**src/rtl/clk_div_pkg.sv**
```systemverilog
// Shared constants and helpers for the programmable clock divider.
// Only the period needs clamping; high-time is stored exactly as loaded.
package clk_div_pkg;

   localparam int DEF_CNT_W  = 26;
   localparam int MIN_PERIOD = 2;

   function automatic logic [31:0] clamp_period(input logic [31:0] p);
      return (p < 32'(MIN_PERIOD)) ? 32'(MIN_PERIOD) : p;
   endfunction

endpackage

```
**src/rtl/div_shadow_cfg.sv**
```systemverilog
// Pending/active configuration pair for clk_div_prog.
// A load always lands in pending; pending moves to active only at a boundary.
module div_shadow_cfg
   import clk_div_pkg::*;
#(
   parameter int CNT_W      = DEF_CNT_W,
   parameter int DEF_PERIOD = 2_500_000,
   parameter int DEF_HIGH   = 1_250_000
) (
   input  logic             clk,
   input  logic             rst_n,
   input  logic             load,
   input  logic [CNT_W-1:0] period,
   input  logic [CNT_W-1:0] high,
   input  logic             boundary,
   output logic [CNT_W-1:0] act_period,
   output logic [CNT_W-1:0] act_high,
   output logic             pend,
   output logic             ack
);

   logic [CNT_W-1:0] pend_period;
   logic [CNT_W-1:0] pend_high;
   logic             apply;

   assign apply = pend & boundary;

   // On a simultaneous load and apply, active takes the old pending values
   always_ff @(posedge clk or negedge rst_n) begin
      if (!rst_n) begin
         act_period  <= CNT_W'(DEF_PERIOD);
         act_high    <= CNT_W'(DEF_HIGH);
         pend_period <= CNT_W'(DEF_PERIOD);
         pend_high   <= CNT_W'(DEF_HIGH);
         pend        <= 1'b0;
         ack         <= 1'b0;
      end else begin
         ack <= apply;
         if (apply) begin
            act_period <= pend_period;
            act_high   <= pend_high;
         end
         if (load) begin
            pend_period <= CNT_W'(clamp_period(32'(period)));
            pend_high   <= high;
            pend        <= 1'b1;
         end else if (apply) begin
            pend        <= 1'b0;
         end
      end
   end

endmodule

```
**src/rtl/clk_div_prog.sv**
```systemverilog
// Runtime-programmable clock divider with start-of-period tick.
// Optional macro DIV_SYNC_IN_EN adds i_sync to restart the period.
module clk_div_prog
   import clk_div_pkg::*;
#(
   parameter int CNT_W      = DEF_CNT_W,
   parameter int DEF_PERIOD = 2_500_000,
   parameter int DEF_HIGH   = 1_250_000
) (
   input  logic             i_clk,
   input  logic             rst_n,
   input  logic             i_en,
   input  logic [CNT_W-1:0] i_period,
   input  logic [CNT_W-1:0] i_high,
   input  logic             i_load,
`ifdef DIV_SYNC_IN_EN
   input  logic             i_sync,
`endif
   output logic             o_load_ack,
   output logic             o_pend,
   output logic             o_clk,
   output logic             o_tick
);

   logic [CNT_W-1:0] cnt;
   logic [CNT_W-1:0] act_period;
   logic [CNT_W-1:0] act_high;
   logic             wrap;
   logic             sync;
   logic             boundary;

`ifdef DIV_SYNC_IN_EN
   assign sync = i_en & i_sync;
`else
   assign sync = 1'b0;
`endif

   assign wrap     = i_en & (cnt == act_period - CNT_W'(1));
   assign boundary = ~i_en | wrap | sync;

   div_shadow_cfg #(
      .CNT_W      (CNT_W),
      .DEF_PERIOD (DEF_PERIOD),
      .DEF_HIGH   (DEF_HIGH)
   ) u_cfg (
      .clk        (i_clk),
      .rst_n      (rst_n),
      .load       (i_load),
      .period     (i_period),
      .high       (i_high),
      .boundary   (boundary),
      .act_period (act_period),
      .act_high   (act_high),
      .pend       (o_pend),
      .ack        (o_load_ack)
   );

   // Compare against the current cnt so outputs lag cnt by one cycle
   always_ff @(posedge i_clk or negedge rst_n) begin
      if (!rst_n) begin
         cnt    <= '0;
         o_clk  <= 1'b0;
         o_tick <= 1'b0;
      end else begin
         if (boundary) begin
            cnt <= '0;
         end else begin
            cnt <= cnt + CNT_W'(1);
         end
         o_clk  <= i_en & (cnt < act_high);
         o_tick <= i_en & (cnt == '0);
      end
   end

endmodule

```
**config.mk**
```make
export PLATFORM = sky130hd
export DESIGN_NAME = clk_div_prog
export DESIGN_NICKNAME = d
export VERILOG_FILES = /design/src/rtl/clk_div_pkg.sv /design/src/rtl/div_shadow_cfg.sv /design/src/rtl/clk_div_prog.sv
export SDC_FILE = /design/constraint.sdc
export NUM_CORES = 1
export LEC_CHECK = 0
export CORE_ASPECT_RATIO = 2
export CORE_UTILIZATION = 34
export CTS_CLUSTER_DIAMETER = 60
export DETAILED_ROUTE_END_ITERATION = 8
export GPL_TIMING_DRIVEN = 0
export PLACE_DENSITY = 0.58
export SYNTH_ARGS = -nofsm -noshare
export SYNTH_HDL_FRONTEND = slang
export SYNTH_SLANG_ARGS = --single-unit
```
**constraint.sdc**
```tcl
create_clock -name i_clk -period 5.6 [get_ports i_clk]
set_clock_uncertainty 0.2 [all_clocks]
set_input_delay 0.84 -clock i_clk [delete_from_list [all_inputs] [get_ports i_clk]]
set_output_delay 0.84 -clock i_clk [all_outputs]
set_load 0.1 [all_outputs]
```
==> run summary <==
status: finished, final reports clean
post-synthesis cell area: 7430 um2
Final min period: 4.04 ns
postcts setup bufs: 0
data arrival time of the critical path: 4.15 ns
Slew @ Worst Pin: 0.965 ns
clk slew on worst S/H paths: 0.06 ns
Die Area: 22500 um2
Int Power: 1.97 mW
CTS Hold Bufs: 0
post-CTS sizing: 0
FF+latch count, synth: 134
number of antenna violations at the first check in global routing: 0
Syn Inst Count: 674
CTS Buf Count: 17
GP Congestion: 0.914
count of cell types in the netlist: 64
Register Area: 3390 um2
Combinational Power Share: 0.177
Num Clock Sinks: 134
clock tree root buffer cell: clkbuf_16
fin nets: 836
CP max FO: 10
Avg WL per Cell: 19.1 um
crit-path max cell delay: 0.66 ns
cell family with most CP delay: simple AND/OR/NAND/NOR gates
kind of critical path: flip-flop to flip-flop
CTS tree: built
syn avg cell area: 11.0 um2
RSZ-0062 raised after global routing: no
Chip Width: 107 um
Reg power frac: 0.433
initial drt markers: 282
Rows: 76
Synth Flop Type: dfrtp_1
yosys warns: 0
Final Hold Viols: 0
final antenna-violating net count: 0
number of global-route vias before repair: 5693
htree depth: 4
grt ovf: 0
PD cells: 306 nW/um2
Max-Cap Viols: 0
dpl hpwl: 15100 um
post-synth net total: 758
Power Total: 2.74 mW
Synth async-reset ratio: 1.00
multi-input logic area: 3580 um2
Worst-Skew Late Latency: 0.42 ns
CP required: 5.71 ns
Initial Util: 0.346
NetSw: 0.772 mW
crit-path cells: buf_4 > nor4_1 > nand4_1 > nor3_1 > mux2_2 > a311oi_1 > o2bb2ai_1 > o21ai_2 > clkbuf_8 > a32o_1
Ports: 60
Max Slew Vio Count: 0
Clock Path Buffers: 2
Routed WL: 19800 um
HP Class: input port to asynchronous set/reset pin
Rel. slew slack: 0.355
clock power share: 0.390
Worst Setup End Kind: flip-flop
EDFF count, synth: 0
Leak Pwr: 3.70 nW
core area: 21500 um2
DRC: 0
first drt pass iteration count: 4
peak supply drop: 0.157 mV
filler cell count: 2158
diode count: 0
final setup vio count: 0
largest net degree at the start of global routing: 87
sequential share of the synthesized area: 0.457
Max Freq: 247 MHz
total track usage: 0.190
area grow syn2layout: 20.4%
CP Launch Type: flip-flop
DIE HEIGHT: 211 um
share of layout cells above drive strength 1: 0.235
fin util: 0.416
switch share: 0.282
first-pass GRT wire length: 31900 um
count of input and output buffers: 58
crit share post-route: 0.722
DR vias/cell: 5.27
slowest stage cell, crit path: nor4_1
CP Buf/Inv Count: 2
via count: 5468
## metrics by stage
step / worst slack (ns) / instance area (um2) / setup TNS, ns / hold WS, ns / std cells
after floorplan: 2.14 / 7430 / 0 / 0.272 / 674
after global placement: -2.13 / 8350 / -226.75 / 0.291 / 1005
after detailed placement: 1.57 / 8380 / 0 / 0.298 / 1006
after CTS: 1.54 / 8940 / 0 / 0.163 / 1038
after global routing: 1.18 / 8940 / 0 / 0.185 / 1038
final: 1.56 / 8940 / 0 / 0.146 / 1038
## synthesized netlist by cell type, types with 3 or more instances
library cell,n,area share
nand3_1,16,0.011
mux2_2,52,0.079
a21oi_1,13,0.0088
or3_1,4,0.0034
nand4_1,9,0.0076
buf_4,4,0.0040
nand2b_1,8,0.0067
or4_1,5,0.0051
xor2_1,29,0.034
and3_1,12,0.010
nor2b_1,3,0.0025
and2_2,34,0.034
o21ai_0,12,0.0081
o31ai_1,3,0.0030
nand2_1,16,0.0081
and2_1,20,0.017
and4_1,3,0.0035
nor4_1,16,0.013
buf_6,10,0.015
a21o_1,3,0.0030
buf_1,5,0.0025
inv_1,35,0.018
ha_1,28,0.047
dfrtp_1,102,0.34
a211oi_1,4,0.0040
xnor2_1,25,0.029
a32o_1,52,0.070
dlygate4sd3_1,4,0.0054
dfstp_2,32,0.11
nor2_1,45,0.023
nor4b_1,3,0.0035
nor3_1,8,0.0054
clkbuf_8,3,0.0056
clkbuf_1,17,0.0086
## cells by family after synthesis
group	Yosys count	synth area share
fa+ha+maj	29	0.0485
flops	134	0.457
mux	53	0.0802
compound gates	113	0.125
xor+xnor	54	0.0637
simple gates	211	0.165
buf+inv	80	0.0603
## registers in the layout, indices dropped and copies added, names as in the netlist
name / count
u_cfg.pend: 1
u_cfg.pend_high: 26
o_clk: 1
u_cfg.pend_period: 26
u_cfg.act_high: 26
cnt: 26
o_tick: 1
u_cfg.act_period: 26
u_cfg.ack: 1
## cell type report
cell class,instances,share of cell area
buffer,45,0.0354
clock buffer,18,0.0491
clock inverter,14,0.0143
inverter,35,0.0147
multi-input combinational,460,0.401
sequential,134,0.379
tap,273,0.0382
timing repair buffer,59,0.0681
## path summary, 6_finish.rpt
path                       cells after the start  slack [ns]             endpoint                start
setup / recovery                              10        1.56   u_cfg.act_high[24]  u_cfg.act_period[6]
hold / removal                                 1        0.15              cnt[20]                rst_n
setup reg to reg                              10        1.56   u_cfg.act_high[24]  u_cfg.act_period[6]
hold reg to reg                                1        0.31  u_cfg.pend_high[10]  u_cfg.pend_high[10]
max in group asynchronous                      2        4.21   u_cfg.pend_high[4]                rst_n
min in group i_clk                             1        0.31  u_cfg.pend_high[10]  u_cfg.pend_high[10]
## power groups by stage
stage | Combinational, mW | Clock [mW] | Sequential (mW)
floorplan | 0.332 | 0 | 1.17
global placement | 0.481 | 0 | 1.20
detailed placement | 0.489 | 0 | 1.20
CTS | 0.493 | 1.09 | 1.19
global route | 0.538 | 1.14 | 1.20
finish | 0.485 | 1.07 | 1.19
## per-layer routing
metal | GRT usage | share of wire | up-vias
met2 | 0.356 | 0.57 | 107
met1 | 0.198 | 0.36 | 2715
met5 | 0 | 0 | -
met3 | 0.0250 | 0.021 | 46
met4 | 0.115 | 0.046 | 0
li1 | - | - | 2600
## layout by cell type (no fill, tap or decap), types with 3 or more instances in the layout
| cell type | instances |
|---|---|
| mux2_2 | 52 |
| xnor2_1 | 25 |
| a21oi_1 | 13 |
| clkbuf_1 | 17 |
| and4_1 | 3 |
| and2_1 | 20 |
| dfstp_2 | 32 |
| a211oi_1 | 4 |
| and3_1 | 12 |
| buf_6 | 11 |
| and2_2 | 34 |
| nor2b_1 | 3 |
| nor4_1 | 16 |
| or3_1 | 4 |
| nand4_1 | 9 |
| clkinvlp_4 | 7 |
| a32o_1 | 52 |
| nand3_1 | 16 |
| o31ai_1 | 3 |
| nor4b_1 | 3 |
| dfrtp_1 | 102 |
| ha_1 | 28 |
| clkbuf_16 | 17 |
| buf_4 | 4 |
| inv_1 | 35 |
| or4_1 | 5 |
| nand2_1 | 16 |
| o21ai_0 | 12 |
| inv_6 | 3 |
| nand2b_1 | 8 |
| buf_1 | 5 |
| clkbuf_8 | 4 |
| nor3_1 | 8 |
| xor2_1 | 29 |
| clkdlybuf4s50_1 | 57 |
| dlygate4sd3_1 | 4 |
| a21o_1 | 3 |
| nor2_1 | 45 |
No activity file was read; power rests on OpenSTA's default activity.
